## src/rtl/spi_frame_receiver.sv

```systemverilog
// SPI mode-0 frame receiver: oversamples cs/sclk/sdo with the system clock and
// deserializes each chip-select frame into a WIDTH-bit word.
module spi_frame_receiver #(
   parameter int unsigned WIDTH       = 16,
   parameter int unsigned SYNC_STAGES = 2,
   parameter bit          MSB_FIRST   = 1'b1
) (
   input  logic             clk,
   input  logic             rst_n,
   input  logic             cs,
   input  logic             sclk,
   input  logic             sdo,
   output logic [WIDTH-1:0] data_out,
   output logic             data_valid,
   output logic             frame_err,
   output logic             busy,
   output logic [7:0]       frame_count
);

   localparam int unsigned CW    = $clog2(WIDTH + 2);
   localparam int unsigned FW    = $clog2(SYNC_STAGES + 2);
   localparam int unsigned FLUSH = SYNC_STAGES + 1;

   typedef enum logic [1:0] {StWaitIdle, StIdle, StShift} state_e;

   logic [SYNC_STAGES-1:0] cs_sync, sclk_sync, sdo_sync;
   logic                   cs_s, sclk_s, sdo_s;
   logic                   cs_d, sclk_d;
   logic                   cs_rise_q, cs_fall_q, sclk_rise_q, sdo_q;
   logic [FW-1:0]          flush_q;
   logic                   primed;

   state_e           state_q, state_d;
   logic [WIDTH-1:0] shift_q, shift_d;
   logic [CW-1:0]    count_q, count_d;
   logic [WIDTH-1:0] data_q, data_d;
   logic             valid_q, valid_d;
   logic             err_q, err_d;
   logic             busy_q, busy_d;
   logic [7:0]       fcount_q, fcount_d;

   assign cs_s   = cs_sync[SYNC_STAGES-1];
   assign sclk_s = sclk_sync[SYNC_STAGES-1];
   assign sdo_s  = sdo_sync[SYNC_STAGES-1];
   assign primed = (flush_q == FW'(FLUSH));

   // Synchronizers plus one registered edge stage; sdo travels alongside so the
   // captured bit lines up with the sclk rising strobe.
   always_ff @(posedge clk or negedge rst_n) begin
      if (!rst_n) begin
         cs_sync     <= '1;
         sclk_sync   <= '0;
         sdo_sync    <= '0;
         cs_d        <= 1'b1;
         sclk_d      <= 1'b0;
         cs_rise_q   <= 1'b0;
         cs_fall_q   <= 1'b0;
         sclk_rise_q <= 1'b0;
         sdo_q       <= 1'b0;
      end else begin
         cs_sync     <= {cs_sync[SYNC_STAGES-2:0], cs};
         sclk_sync   <= {sclk_sync[SYNC_STAGES-2:0], sclk};
         sdo_sync    <= {sdo_sync[SYNC_STAGES-2:0], sdo};
         cs_d        <= cs_s;
         sclk_d      <= sclk_s;
         cs_rise_q   <= cs_s & ~cs_d;
         cs_fall_q   <= ~cs_s & cs_d;
         sclk_rise_q <= sclk_s & ~sclk_d;
         sdo_q       <= sdo_s;
      end
   end

   // The synchronizers reset to idle values, so cs is not trusted until the
   // real input has propagated through them.
   always_ff @(posedge clk or negedge rst_n) begin
      if (!rst_n) begin
         flush_q <= '0;
      end else if (!primed) begin
         flush_q <= flush_q + FW'(1);
      end
   end

   always_ff @(posedge clk or negedge rst_n) begin
      if (!rst_n) begin
         state_q  <= StWaitIdle;
         shift_q  <= '0;
         count_q  <= '0;
         data_q   <= '0;
         valid_q  <= 1'b0;
         err_q    <= 1'b0;
         busy_q   <= 1'b0;
         fcount_q <= '0;
      end else begin
         state_q  <= state_d;
         shift_q  <= shift_d;
         count_q  <= count_d;
         data_q   <= data_d;
         valid_q  <= valid_d;
         err_q    <= err_d;
         busy_q   <= busy_d;
         fcount_q <= fcount_d;
      end
   end

   always_comb begin
      state_d  = state_q;
      shift_d  = shift_q;
      count_d  = count_q;
      data_d   = data_q;
      valid_d  = 1'b0;
      err_d    = 1'b0;
      busy_d   = busy_q;
      fcount_d = fcount_q;
      unique case (state_q)
         StWaitIdle: begin
            if (primed && cs_d) begin
               state_d = StIdle;
            end
         end
         StIdle: begin
            if (cs_fall_q) begin
               shift_d = '0;
               count_d = '0;
               busy_d  = 1'b1;
               state_d = StShift;
            end
         end
         StShift: begin
            // Frame end takes priority over a coincident sclk edge.
            if (cs_rise_q) begin
               if (count_q == CW'(WIDTH)) begin
                  data_d   = shift_q;
                  valid_d  = 1'b1;
                  fcount_d = fcount_q + 8'd1;
               end else begin
                  err_d = 1'b1;
               end
               busy_d  = 1'b0;
               state_d = StIdle;
            end else if (sclk_rise_q && !cs_d) begin
               if (MSB_FIRST) begin
                  shift_d = {shift_q[WIDTH-2:0], sdo_q};
               end else begin
                  shift_d = {sdo_q, shift_q[WIDTH-1:1]};
               end
               if (count_q != CW'(WIDTH + 1)) begin
                  count_d = count_q + CW'(1);
               end
            end
         end
         default: state_d = StWaitIdle;
      endcase
   end

   assign data_out    = data_q;
   assign data_valid  = valid_q;
   assign frame_err   = err_q;
   assign busy        = busy_q;
   assign frame_count = fcount_q;

endmodule
```

## config.mk

```make
export PLATFORM = sky130hd
export DESIGN_NAME = spi_frame_receiver
export DESIGN_NICKNAME = d
export VERILOG_FILES = /design/src/rtl/spi_frame_receiver.sv
export SDC_FILE = /design/constraint.sdc
export NUM_CORES = 1
export LEC_CHECK = 0
export CAP_MARGIN = 20
export CORE_UTILIZATION = 43
export DETAILED_ROUTE_END_ITERATION = 7
export SKIP_CTS_REPAIR_TIMING = 1
export SYNTH_ARGS = -nofsm -noshare
export SYNTH_HDL_FRONTEND = slang
export SYNTH_SLANG_ARGS = --single-unit
```

## constraint.sdc

```tcl
create_clock -name clk -period 1.55 [get_ports clk]
set_input_delay 0.2325 -clock clk [delete_from_list [all_inputs] [get_ports clk]]
set_output_delay 0.2325 -clock clk [all_outputs]
set_load 0.05 [all_outputs]
```

==> results.md, run 1 <==
| Group | Metric | This run |
|---|---|---|
| run status | Result of the run | finished, final reports clean |
| power | Comb pwr share | 12.1% |
| synth | Cell taking the most area after synthesis | sky130_fd_sc_hd__dfrtp_1 |
| routing | Routed length on met3 | 148 um |
| placed design | Placement Setup Slack | 0.0522 ns |
| clock tree | Worst-Skew Late Latency | 0.32 ns |
| critical path | Critical register-to-register path startpoint | count_q[1] |
| finish | Share of cells above drive strength 1 | 23.2% |
| hold path | Worst min path class | input pin to register |
| synth | Post-Syn Area | 0.00255 mm2 |
| placed design | Cells after DPL | 344 |
| synth | Synthesis-stage register bit count | 64 |
| critical path | Critical Path Fanout Max | 3 |
| clock tree | Number of buffers on the longest clock path | 2 |
| power | Sw Share | 25.7% |
| placed design | Final Wtd Congestion | 0.777 |
| finish | Utilization of the core after routing | 56.4% |
| global route | Initial antenna violation count | 0 |
| die | Vertical die dimension | 79.0 um |
| routing | Wire length per cell after detailed routing | 11.6 um |
| timing | Share of the clock period used by the worst path | 93.1% |
| synth | Number of synthesized flops with an enable pin | 0 |
| synth | Synth Net Count | 251 |
| timing | Slew at the pin closest to its max-slew limit | 0.330 ns |
| power | Clock network power share | 37.0% |
| clock tree | Count of clock tree sinks | 64 |
| timing | Worst slew margin relative to its limit | 78.0% |
| timing | Max Transition Viols Final | 0 |
| finish | Area overhead of the layout relative to synthesis | 24.1% |
| timing | Unrepaired setup endpoints after global routing | yes |
| die | Placeable Area | 0.00561 mm2 |
| synth | Count of cell types in the netlist | 36 |
| hold path | Min-delay src | cs |
| global route | Total overflow reported by the global router | 0 |
| placed design | Placed cell area | 0.00295 mm2 |
| routing | Wire length the detailed router placed on met1 | 2220 um |
| clock tree | Number of buffers created by CTS | 9 |
| synth | Area share of the largest cell type after synthesis | 59.9% |
| finish | Non-Filler Cell Area, Final | 0.00316 mm2 |
| hold path | Number of cells on the worst hold path | 1 |
| synth | Leading register cell type out of synthesis | sky130_fd_sc_hd__dfrtp_1 |
| die | Overall die width | 79.0 um |
| finish | Filler cell count in the final layout | 510 |
| power | Leakage power summed over all cells | 1.56 nW |
| synth | Warnings from Yosys | 0 |
| synth | Async S/R FF share, synth | 100% |
| critical path | Largest stage delay, worst path | 0.40 ns |
| critical path | Crit end category | register |
| routing | Violation count after the first detailed-route iteration | 85 |
| finish | Footprint of the flip-flops and latches | 0.00161 mm2 |
| finish | Multi-input gate area | 895 um2 |
| placed design | Final HPWL DP | 2810 um |
| timing | Achievable frequency | 693 MHz |
| routing | DR pass1 iterations | 4 |
| routing | Uppermost routed layer | met4 |
| critical path | End of the worst register-to-register path | count_q[0] |
| synth | Sequential area share after synthesis | 63.0% |
| critical path | Critical path launch point | count_q[1] |
| timing | Hold violation count in the final report | 0 |
| power | Net load switching power | 902 uW |
| power | Sequential fraction of design power | 50.9% |
| timing | Setup skew after layout | 0.00986 ns |
| global route | Maximum number of pins on one net before global-route repair | 65 |
| hold path | Hold Path End | cs_sync[0] |
| timing | Period minus WS final | 1.44 ns |
| flow run | Max-cap violation count | 0 |
| clock tree | Root cell of the clock tree | sky130_fd_sc_hd__clkbuf_8 |
| global route | Wire length of the first global-routing pass | 7740 um |
| power | Sum of internal, switching and leakage power | 3.51 mW |
| global route | Via count of the first global-routing pass | 1715 |
| synth | Synthesized area per cell | 10.6 um2 |
| routing | Detailed-routed wire length on met2 | 1800 um |
| die | Row Count | 27 |
| critical path | Critical path cell sequence | inv_2, ha_1, and4bb_2, o21ai_2, o211a_1, o21ai_1 |
| timing | Setup TNS | 0 ns |
| die | Top-level I/O count | 32 |
| routing | Detailed-route vias per instance | 4.68 |
| die | Total Die Area | 0.00624 mm2 |
| power | Power per standard cell area | 1110 mW/mm2 |
| finish | Final-stage net count | 294 |
| routing | Number of DRC violations after detailed routing | 0 |
| timing | Crit path setup slack, layout | 0.106 ns |
| global route | Total track usage | 16.3% |
| critical path | R2R Setup Slk | 0.11 ns |
| power | Peak supply drop | 0.652 mV |
| clock tree | Max H-tree Level | 3 |
| critical path | Depth of the worst register-to-register path | 6 |
| synth | Most used standard cell by instance count after synthesis | sky130_fd_sc_hd__nand2_1 |
| routing | Routed wire length | 4200 um |
| critical path | Category of the worst setup path launch point | register |
| synth | Ranking of synthesized cells by area | sky130_fd_sc_hd__dfrtp_1 (60%), sky130_fd_sc_hd__nand2_1 (14%), sky130_fd_sc_hd__o21ai_0 (3.1%), sky130_fd_sc_hd__dfstp_2 (3.1%), sky130_fd_sc_hd__ha_1 (2.5%) |
| critical path | Kind of critical path | register to register |
| placed design | Count of buffers inserted at the top-level ports | 31 |
| synth | Post-Syn Instances | 241 |
| power | Int Pwr | 2.61 mW |
| routing | Total number of vias | 1689 |
| critical path | Required @ worst endpoint | 1.76 ns |
| routing | Antenna-violating nets left | 0 |
| critical path | WP data arrival | 1.65 ns |
| clock tree | Clock tree from TritonCTS | built |
| finish | Antenna diodes | 0 |
| timing | Worst-case hold slack | 0.315 ns |
| clock tree | Post-CTS clock slew at the launch and capture registers of the worst setup and hold paths | 0.07 ns |
| timing | Setup-failing EPs final | 0 |
| finish | Number of non-filler instances in the completed layout | 361 |
| die | Initial cell density of the core | 45.5% |
| critical path | Worst path slowest cell | sky130_fd_sc_hd__dfrtp_1 |
| synth | Synth top cells by count | sky130_fd_sc_hd__nand2_1 (94), sky130_fd_sc_hd__dfrtp_1 (61), sky130_fd_sc_hd__o21ai_0 (16), sky130_fd_sc_hd__a21oi_1 (5), sky130_fd_sc_hd__ha_1 (5) |
[layer usage]
layer,vias up,track usage (%)
met3,4,5.17
li1,869,-
met2,33,24.2
met1,783,22.3
met4,0,6.00
met5,-,0
[power by group through the flow]
stage	Sequential (mW)	Clock, mW	Combinational, mW
finish	1.79	1.30	0.426
global route	1.80	1.43	0.481
CTS	1.79	1.34	0.418
detailed placement	1.82	0	0.417
global placement	1.82	0	0.411
floorplan	1.86	0	0.197
[area by class of cell]
type	count	share of cell area (%)
timing repair buffer	40	11.8
tap	72	2.85
clock buffer	14	5.46
sequential	64	50.7
clock inverter	2	0.395
inverter	4	0.474
multi-input combinational	165	28.3
[kinds of logic (layout without fill, tap and decap cells)]
family                     Yosys count  count (layout)  share of synthesized area, %
AOI/OAI and AO/OA                   29              29                          6.13
xor gates and xnor gates             8               8                          2.75
adders and majority gates            5               5                          2.45
buffers and inverters               12              60                          2.65
DFF                                 64              64                          63.0
muxes                                3               3                          1.23
and+or+nand+nor                    120             120                          21.8
[critical path: cells and delay by family (launching register included)]
| kind | cells | cell delay (ns) |
|---|---|---|
| adder cells (fa/ha/maj) | 1 | 0.18 |
| flip-flops | 1 | 0.40 |
| AO/OA/AOI/OAI | 3 | 0.44 |
| buffers and inverters | 1 | 0.06 |
| AND/OR/NAND/NOR | 1 | 0.26 |
[cell usage in the layout (no fill, tap or decap), types with 2 or more instances in the layout]
cell type,instances
sky130_fd_sc_hd__nand2_1,94
sky130_fd_sc_hd__ha_1,5
sky130_fd_sc_hd__o21ai_0,16
sky130_fd_sc_hd__dfrtp_1,61
sky130_fd_sc_hd__buf_12,5
sky130_fd_sc_hd__xnor2_1,4
sky130_fd_sc_hd__nor3_1,2
sky130_fd_sc_hd__dfstp_2,3
sky130_fd_sc_hd__nor2b_1,3
sky130_fd_sc_hd__buf_4,29
sky130_fd_sc_hd__clkdlybuf4s50_1,3
sky130_fd_sc_hd__xor2_1,4
sky130_fd_sc_hd__clkbuf_1,2
sky130_fd_sc_hd__nand2b_1,4
sky130_fd_sc_hd__a21oi_1,5
sky130_fd_sc_hd__clkbuf_8,12
sky130_fd_sc_hd__inv_2,2
sky130_fd_sc_hd__mux2i_1,2
sky130_fd_sc_hd__inv_1,2
sky130_fd_sc_hd__o21a_1,2
sky130_fd_sc_hd__nand3_1,2
sky130_fd_sc_hd__o21ai_1,3
sky130_fd_sc_hd__nand4_1,4
[sequential cells by signal (all words and copies together) (netlist names), 2 cells and up]
name,count
frame_count,8
count_q,5
data_out,16
state_q,2
sclk_sync,2
cs_sync,2
shift_q,16
flush_q,2
sdo_sync,2
[how the worst max path moves through the flow]
stage | to | slack (ns) | cells after the start
2_1_floorplan | frame_count[4] | 0.15 | 6
3_3_place_gp | count_q[0] | 0.07 | 6
3_5_place_dp | count_q[0] | 0.05 | 6
4_1_cts | count_q[0] | 0.03 | 6
5_1_grt | count_q[0] | -0.02 | 6
6_report | count_q[0] | 0.11 | 6
(Power assumes the default switching activity.)
==> inputs of run 2 (changes only) <==
--- a/config.mk
+++ b/config.mk
@@ -5,8 +5,7 @@
 export SDC_FILE = /design/constraint.sdc
 export NUM_CORES = 1
 export LEC_CHECK = 0
-export CAP_MARGIN = 20
-export CORE_UTILIZATION = 43
+export CORE_UTILIZATION = 40
 export DETAILED_ROUTE_END_ITERATION = 7
 export SKIP_CTS_REPAIR_TIMING = 1
 export SYNTH_ARGS = -nofsm -noshare
==> results.md, run 2 (synthesized netlist as in run 1, its figures left out) <==
| Group | Metric | This run | Change |
|---|---|---|---|
| flow run | Max-cap violation count | 0 | unchanged |
| global route | Initial antenna violation count | 0 | unchanged |
| clock tree | Post-CTS clock slew at the launch and capture registers of the worst setup and hold paths | 0.07 ns | about the same |
| routing | Number of DRC violations after detailed routing | 0 | unchanged |
| clock tree | Clock tree from TritonCTS | built |  |
| finish | Area overhead of the layout relative to synthesis | 25.9% |  |
| die | Vertical die dimension | 81.8 um | +3.6% |
| hold path | Hold Path End | cs_sync[0] |  |
| timing | Unrepaired setup endpoints after global routing | yes |  |
| critical path | WP data arrival | 1.68 ns | +0.03 ns |
| timing | Setup skew after layout | 0.00880 ns | -0.00106 ns |
| critical path | Required @ worst endpoint | 1.77 ns | about the same |
| hold path | Number of cells on the worst hold path | 1 | unchanged |
| finish | Share of cells above drive strength 1 | 23.1% | -0.080 points |
| critical path | Critical Path Fanout Max | 3 | unchanged |
| timing | Hold violation count in the final report | 0 | unchanged |
| finish | Filler cell count in the final layout | 551 | +8.0% |
| clock tree | Worst-Skew Late Latency | 0.34 ns | +0.02 ns |
| routing | Total number of vias | 1729 | +2.4% |
| die | Row Count | 28 | +3.7% |
| die | Initial cell density of the core | 42.3% | -3.2 points |
| critical path | Critical register-to-register path startpoint | count_q[1] |  |
| global route | Total overflow reported by the global router | 0 | unchanged |
| timing | Slew at the pin closest to its max-slew limit | 0.346 ns | +0.0165 ns |
| clock tree | Number of buffers on the longest clock path | 2 | unchanged |
| timing | Setup-failing EPs final | 0 | unchanged |
| timing | Crit path setup slack, layout | 0.0914 ns | -0.0148 ns |
| timing | Achievable frequency | 686 MHz | -1.0% |
| critical path | R2R Setup Slk | 0.09 ns | about the same |
| global route | Maximum number of pins on one net before global-route repair | 65 | unchanged |
| critical path | Category of the worst setup path launch point | register |  |
| finish | Final-stage net count | 295 | +0.34% |
| die | Placeable Area | 0.00603 mm2 | +7.5% |
| global route | Met3 track demand over resource in global routing | 5.33% | +0.16 points |
| clock tree | Count of clock tree sinks | 64 | unchanged |
| critical path | End of the worst register-to-register path | count_q[2] |  |
| clock tree | Max H-tree Level | 3 | unchanged |
| power | Peak supply drop | 0.733 mV | +13% |
| power | Leakage power summed over all cells | 1.58 nW | +1.3% |
| routing | Antenna-violating nets left | 0 | unchanged |
| finish | Leading cell type in the layout, fill and taps excluded | sky130_fd_sc_hd__nand2_1 |  |
| clock tree | Root cell of the clock tree | sky130_fd_sc_hd__clkbuf_8 |  |
| hold path | Min-delay src | cs |  |
| power | Sum of internal, switching and leakage power | 3.67 mW | +4.5% |
| global route | GR Util met2 | 22.8% | -1.4 points |
| run status | Result of the run | finished, final reports clean |  |
| routing | Routed wire length | 4390 um | +4.4% |
| global route | Most crowded layer after global routing | met2 |  |
| routing | DR pass1 iterations | 4 | unchanged |
| clock tree | Number of buffers created by CTS | 9 | unchanged |
| routing | Wire length per cell after detailed routing | 12.0 um | +3.3% |
| routing | Violation count after the first detailed-route iteration | 127 | +49% |
| finish | Multi-input gate area | 895 um2 | unchanged |
| critical path | Depth of the worst register-to-register path | 6 | unchanged |
| finish | Footprint of the flip-flops and latches | 0.00161 mm2 | unchanged |
| timing | Worst slew margin relative to its limit | 76.9% | -1.1 points |
| timing | Max Transition Viols Final | 0 | unchanged |
| global route | Total track usage | 15.6% | -0.69 points |
| critical path | Kind of critical path | register to register |  |
| power | Power per standard cell area | 1140 mW/mm2 | +3.0% |
| hold path | Worst min path class | input pin to register |  |
| finish | Highest-count cells in the layout ignoring fill and taps | sky130_fd_sc_hd__nand2_1 (94), sky130_fd_sc_hd__dfrtp_1 (61), sky130_fd_sc_hd__buf_4 (29), sky130_fd_sc_hd__o21ai_0 (16), sky130_fd_sc_hd__clkbuf_8 (11) |  |
| placed design | Count of buffers inserted at the top-level ports | 31 | unchanged |
| die | Overall die width | 81.8 um | +3.6% |
| die | Top-level I/O count | 32 | unchanged |
| global route | Wire length of the first global-routing pass | 7730 um | -0.17% |
| global route | Met1 GRT Util | 21.0% | -1.2 points |
| placed design | Final Wtd Congestion | 0.748 | -3.6% |
| placed design | Placement Setup Slack | 0.0625 ns | +0.0103 ns |
| global route | Via count of the first global-routing pass | 1666 | -2.9% |
| routing | Detailed-route vias per instance | 4.74 | +1.2% |
| placed design | Final HPWL DP | 2840 um | +1.2% |
| die | Total Die Area | 0.00670 mm2 | +7.3% |
| critical path | Crit end category | register |  |
| finish | Antenna diodes | 0 | unchanged |
| timing | Share of the clock period used by the worst path | 94.1% | +0.96 points |
| timing | Period minus WS final | 1.46 ns | +0.0148 ns |
==> run 2: cell count changes in the layout (fill, tap and decap cells not counted), sizes merged <==
cell      before  now
buf           36   37
bufinv         0    1
clkbuf        14   13
clkinv         1    2
clkinvlp       1    0
==> run 2: critical path, stage by stage (launching register included) <==
cell and delay [ns]:
sky130_fd_sc_hd__dfrtp_1 0.38, sky130_fd_sc_hd__inv_1 0.09, sky130_fd_sc_hd__ha_1 0.18, sky130_fd_sc_hd__and4bb_2 0.25, sky130_fd_sc_hd__o21ai_2 0.15, sky130_fd_sc_hd__o211a_1 0.22, sky130_fd_sc_hd__a21oi_1 0.08
==> run 2: final cells by class <==
type | count | share of cell area (%)
tap | 75 | 2.92
sequential | 64 | 50.0
inverter | 4 | 0.468
clock inverter | 3 | 1.25
clock buffer | 13 | 4.95
timing repair buffer | 41 | 12.5
multi-input combinational | 165 | 27.9
==> run 2: worst max path at each step <==
stage                           from             end  slack (ns)  depth (start not counted)
after floorplan           count_q[2]  frame_count[4]        0.15                          6
after global placement    count_q[1]      count_q[2]        0.07                          6
after detailed placement  count_q[1]      count_q[2]        0.06                          6
after CTS                 count_q[1]      count_q[2]        0.05                          6
after global routing      count_q[1]      count_q[2]      -0.009                          6
final                     count_q[1]      count_q[2]        0.09                          6
==> run 2: routing by layer <==
| metal | routed length (um) | part of all wire, % |
|---|---|---|
| met1 | 2270 | 52 |
| met2 | 1830 | 42 |
| met3 | 210 | 4.8 |
| met4 | 75 | 1.7 |
| met5 | 0 | 0 |
==> run 2: where the power goes <==
part / internal [mW] / leakage (nW) / switching [mW]
Clock: 0.827 / 0.103 / 0.604
Combinational: 0.192 / 0.622 / 0.267
Sequential: 1.73 / 0.852 / 0.0503
Total: 2.75 / 1.58 / 0.921
==> run 2: metrics by stage <==
| step | cells | area (um2) | utilization [%] | TNS (ns) | hold WS, ns |
|---|---|---|---|---|---|
| floorplan | 241 | 2550 | - | 0 | -0.0631 |
| global route | 365 | 3210 | 53.3 | -0.00879 | 0.284 |
| finish | 365 | 3210 | 53.3 | 0 | 0.308 |
| global placement | 348 | 2980 | 49.5 | 0 | 0.274 |
| detailed placement | 348 | 2980 | 49.5 | 0 | 0.273 |
| CTS | 364 | 3180 | 52.8 | 0 | -0.0918 |
==> inputs of run 3 (changes only) <==
--- a/config.mk
+++ b/config.mk
@@ -5,8 +5,11 @@
 export SDC_FILE = /design/constraint.sdc
 export NUM_CORES = 1
 export LEC_CHECK = 0
+export CORE_MARGIN = 2
 export CORE_UTILIZATION = 40
 export DETAILED_ROUTE_END_ITERATION = 7
+export GPL_ROUTABILITY_DRIVEN = 1
+export HOLD_SLACK_MARGIN = 0.06
 export SKIP_CTS_REPAIR_TIMING = 1
 export SYNTH_ARGS = -nofsm -noshare
 export SYNTH_HDL_FRONTEND = slang
==> results.md, run 3 (synthesized netlist as in run 1, its figures left out) <==
| Group | Metric | This run | Change |
|---|---|---|---|
| timing | Setup TNS | 0 ns | unchanged |
| timing | Share of the clock period used by the worst path | 92.9% | -1.2 points |
| clock tree | Number of buffers on the longest clock path | 2 | unchanged |
| global route | GR Util met2 | 20.3% | -2.5 points |
| routing | Violation count after the first detailed-route iteration | 116 | -8.7% |
| flow run | Max-cap violation count | 0 | unchanged |
| routing | DR pass1 iterations | 4 | unchanged |
| critical path | WP data arrival | 1.71 ns | +0.03 ns |
| critical path | Critical register-to-register path startpoint | count_q[3] |  |
| critical path | Depth of the worst register-to-register path | 4 | -2 |
| finish | Filler cell count in the final layout | 579 | +5.1% |
| placed design | Cells after DPL | 353 | +1.4% |
| clock tree | Root cell of the clock tree | sky130_fd_sc_hd__clkbuf_8 |  |
| critical path | Critical path buffers and inverters | 0 | -1 |
| die | Placeable Area | 0.00624 mm2 | +3.6% |
| finish | Final-stage net count | 299 | +1.4% |
| power | Peak supply drop | 0.614 mV | -16% |
| hold path | Worst min path class | input pin to register |  |
| routing | Total number of vias | 1759 | +1.7% |
| critical path | End of the worst register-to-register path | frame_count[7] |  |
| critical path | Top Family by Delay on Critical Path | simple AND/OR/NAND/NOR gates |  |
| finish | Share of cells above drive strength 1 | 23.8% | +0.71 points |
| timing | Max Transition Viols Final | 0 | unchanged |
| clock tree | Clock tree from TritonCTS | built |  |
| finish | Highest-count cells in the layout ignoring fill and taps | sky130_fd_sc_hd__nand2_1 (94), sky130_fd_sc_hd__dfrtp_1 (61), sky130_fd_sc_hd__buf_4 (33), sky130_fd_sc_hd__o21ai_0 (16), sky130_fd_sc_hd__clkbuf_8 (10) |  |
| global route | Most crowded layer after global routing | met1 |  |
| critical path | Category of the worst setup path launch point | register |  |
| die | Top-level I/O count | 32 | unchanged |
| die | Initial cell density of the core | 40.9% | -1.5 points |
| power | Power per standard cell area | 1170 mW/mm2 | +2.5% |
| critical path | Critical path cell sequence | nor3b_2, nand4_4, nor3_1, xor2_1 |  |
| critical path | R2R Setup Slk | 0.11 ns | +0.02 ns |
| die | Total Die Area | 0.00703 mm2 | +4.9% |
| timing | Setup-failing EPs final | 0 | unchanged |
| hold path | Hold Path End | cs_sync[0] |  |
| timing | Slew at the pin closest to its max-slew limit | 0.302 ns | -0.0446 ns |
| global route | Met1 GRT Util | 21.2% | +0.12 points |
| clock tree | Number of buffers created by CTS | 9 | unchanged |
| finish | Multi-input gate area | 892 um2 | -0.28% |
| placed design | Final Wtd Congestion | 0.818 | +9.2% |
| finish | Antenna diodes | 0 | unchanged |
| routing | Detailed-route vias per instance | 4.74 | about the same |
| global route | Total overflow reported by the global router | 0 | unchanged |
| routing | Antenna-violating nets left | 0 | unchanged |
| critical path | Kind of critical path | register to register |  |
| timing | Period minus WS final | 1.44 ns | -0.0182 ns |
| critical path | Largest stage delay, worst path | 0.42 ns | +0.04 ns |
| routing | Wire length per cell after detailed routing | 12.4 um | +3.4% |
| global route | Maximum number of pins on one net before global-route repair | 33 | -49% |
| global route | Wire length of the first global-routing pass | 8200 um | +6.2% |
| timing | Setup skew after layout | 0.00685 ns | -0.00195 ns |
| hold path | Number of cells on the worst hold path | 1 | unchanged |
| finish | Non-Filler Cell Area, Final | 0.00324 mm2 | +0.86% |
| finish | Footprint of the flip-flops and latches | 0.00161 mm2 | unchanged |
| hold path | Min-delay src | cs |  |
| timing | Unrepaired setup endpoints after global routing | no |  |
| finish | Area overhead of the layout relative to synthesis | 27.0% |  |
| routing | Routed wire length | 4610 um | +5.2% |
| finish | Number of non-filler instances in the completed layout | 371 | +1.6% |
| clock tree | Count of clock tree sinks | 64 | unchanged |
| timing | Hold violation count in the final report | 0 | unchanged |
| clock tree | Max H-tree Level | 3 | unchanged |
| global route | Via count of the first global-routing pass | 1746 | +4.8% |
| die | Vertical die dimension | 83.8 um | +2.4% |
| timing | Achievable frequency | 694 MHz | +1.3% |
| timing | Worst slew margin relative to its limit | 79.9% | +3.0 points |
| global route | Initial antenna violation count | 0 | unchanged |
| global route | Met3 track demand over resource in global routing | 4.65% | -0.68 points |
| global route | Total track usage | 14.7% | -0.92 points |
| routing | Number of DRC violations after detailed routing | 0 | unchanged |
| critical path | Worst path slowest cell | sky130_fd_sc_hd__dfrtp_1 |  |
| run status | Result of the run | finished, final reports clean |  |
| clock tree | Post-CTS clock slew at the launch and capture registers of the worst setup and hold paths | 0.07 ns | about the same |
| critical path | Critical Path Fanout Max | 6 | +3 |
| clock tree | Worst-Skew Late Latency | 0.34 ns | about the same |
| die | Row Count | 29 | +3.6% |
| die | Overall die width | 83.8 um | +2.4% |
| power | Leakage power summed over all cells | 1.60 nW | +1.2% |
| critical path | Required @ worst endpoint | 1.82 ns | +0.05 ns |
| finish | Leading cell type in the layout, fill and taps excluded | sky130_fd_sc_hd__nand2_1 |  |
| placed design | Final HPWL DP | 3120 um | +9.7% |
| critical path | Crit end category | register |  |
| placed design | Placed cell area | 0.00298 mm2 | unchanged |
| placed design | Count of buffers inserted at the top-level ports | 31 | unchanged |
==> run 3: layer usage <==
metal / part of all wire, % / vias up
met5: 0 / -
met2: 42 / 39
met1: 51 / 827
met3: 5.3 / 12
li1: - / 881
met4: 1.6 / 0
==> run 3: worst max-delay path by stage <==
| stage | start | endpoint | slack, ns | cells past startpoint |
|---|---|---|---|---|
| 2_1_floorplan | count_q[2] | frame_count[4] | 0.15 | 6 |
| 3_3_place_gp | count_q[1] | count_q[2] | 0.07 | 6 |
| 3_5_place_dp | count_q[1] | count_q[2] | 0.08 | 6 |
| 4_1_cts | count_q[1] | data_out[3] | 0.07 | 7 |
| 5_1_grt | count_q[0] | count_q[2] | 0.005 | 5 |
| 6_report | count_q[3] | frame_count[7] | 0.11 | 4 |
==> run 3: final cells by class <==
cell class	instances	area share (%)
Sequential cell	64	49.6
Timing Repair Buffer	45	12.8
Inverter	4	0.464
Tap cell	77	2.98
Clock buffer	13	4.60
Multi-Input combinational cell	165	27.6
Clock inverter	3	2.01
==> run 3: through the flow <==
step / util, % / hold WS [ns] / total power [mW] / worst slack [ns]
4_1_cts: 51.2 / -0.232 / 3.83 / 0.0662
3_5_place_dp: 47.8 / 0.135 / 2.27 / 0.0786
5_1_grt: 51.9 / 0.309 / 3.97 / 0.00518
6_report: 51.9 / 0.304 / 3.79 / 0.110
3_3_place_gp: 47.8 / 0.137 / 2.26 / 0.0694
2_1_floorplan: - / -0.0631 / 2.06 / 0.147
==> run 3: report_power, final <==
part,internal [mW],switching (mW)
clock,0.949,0.594
sequential,1.73,0.0632
combinational,0.197,0.259
total,2.88,0.916
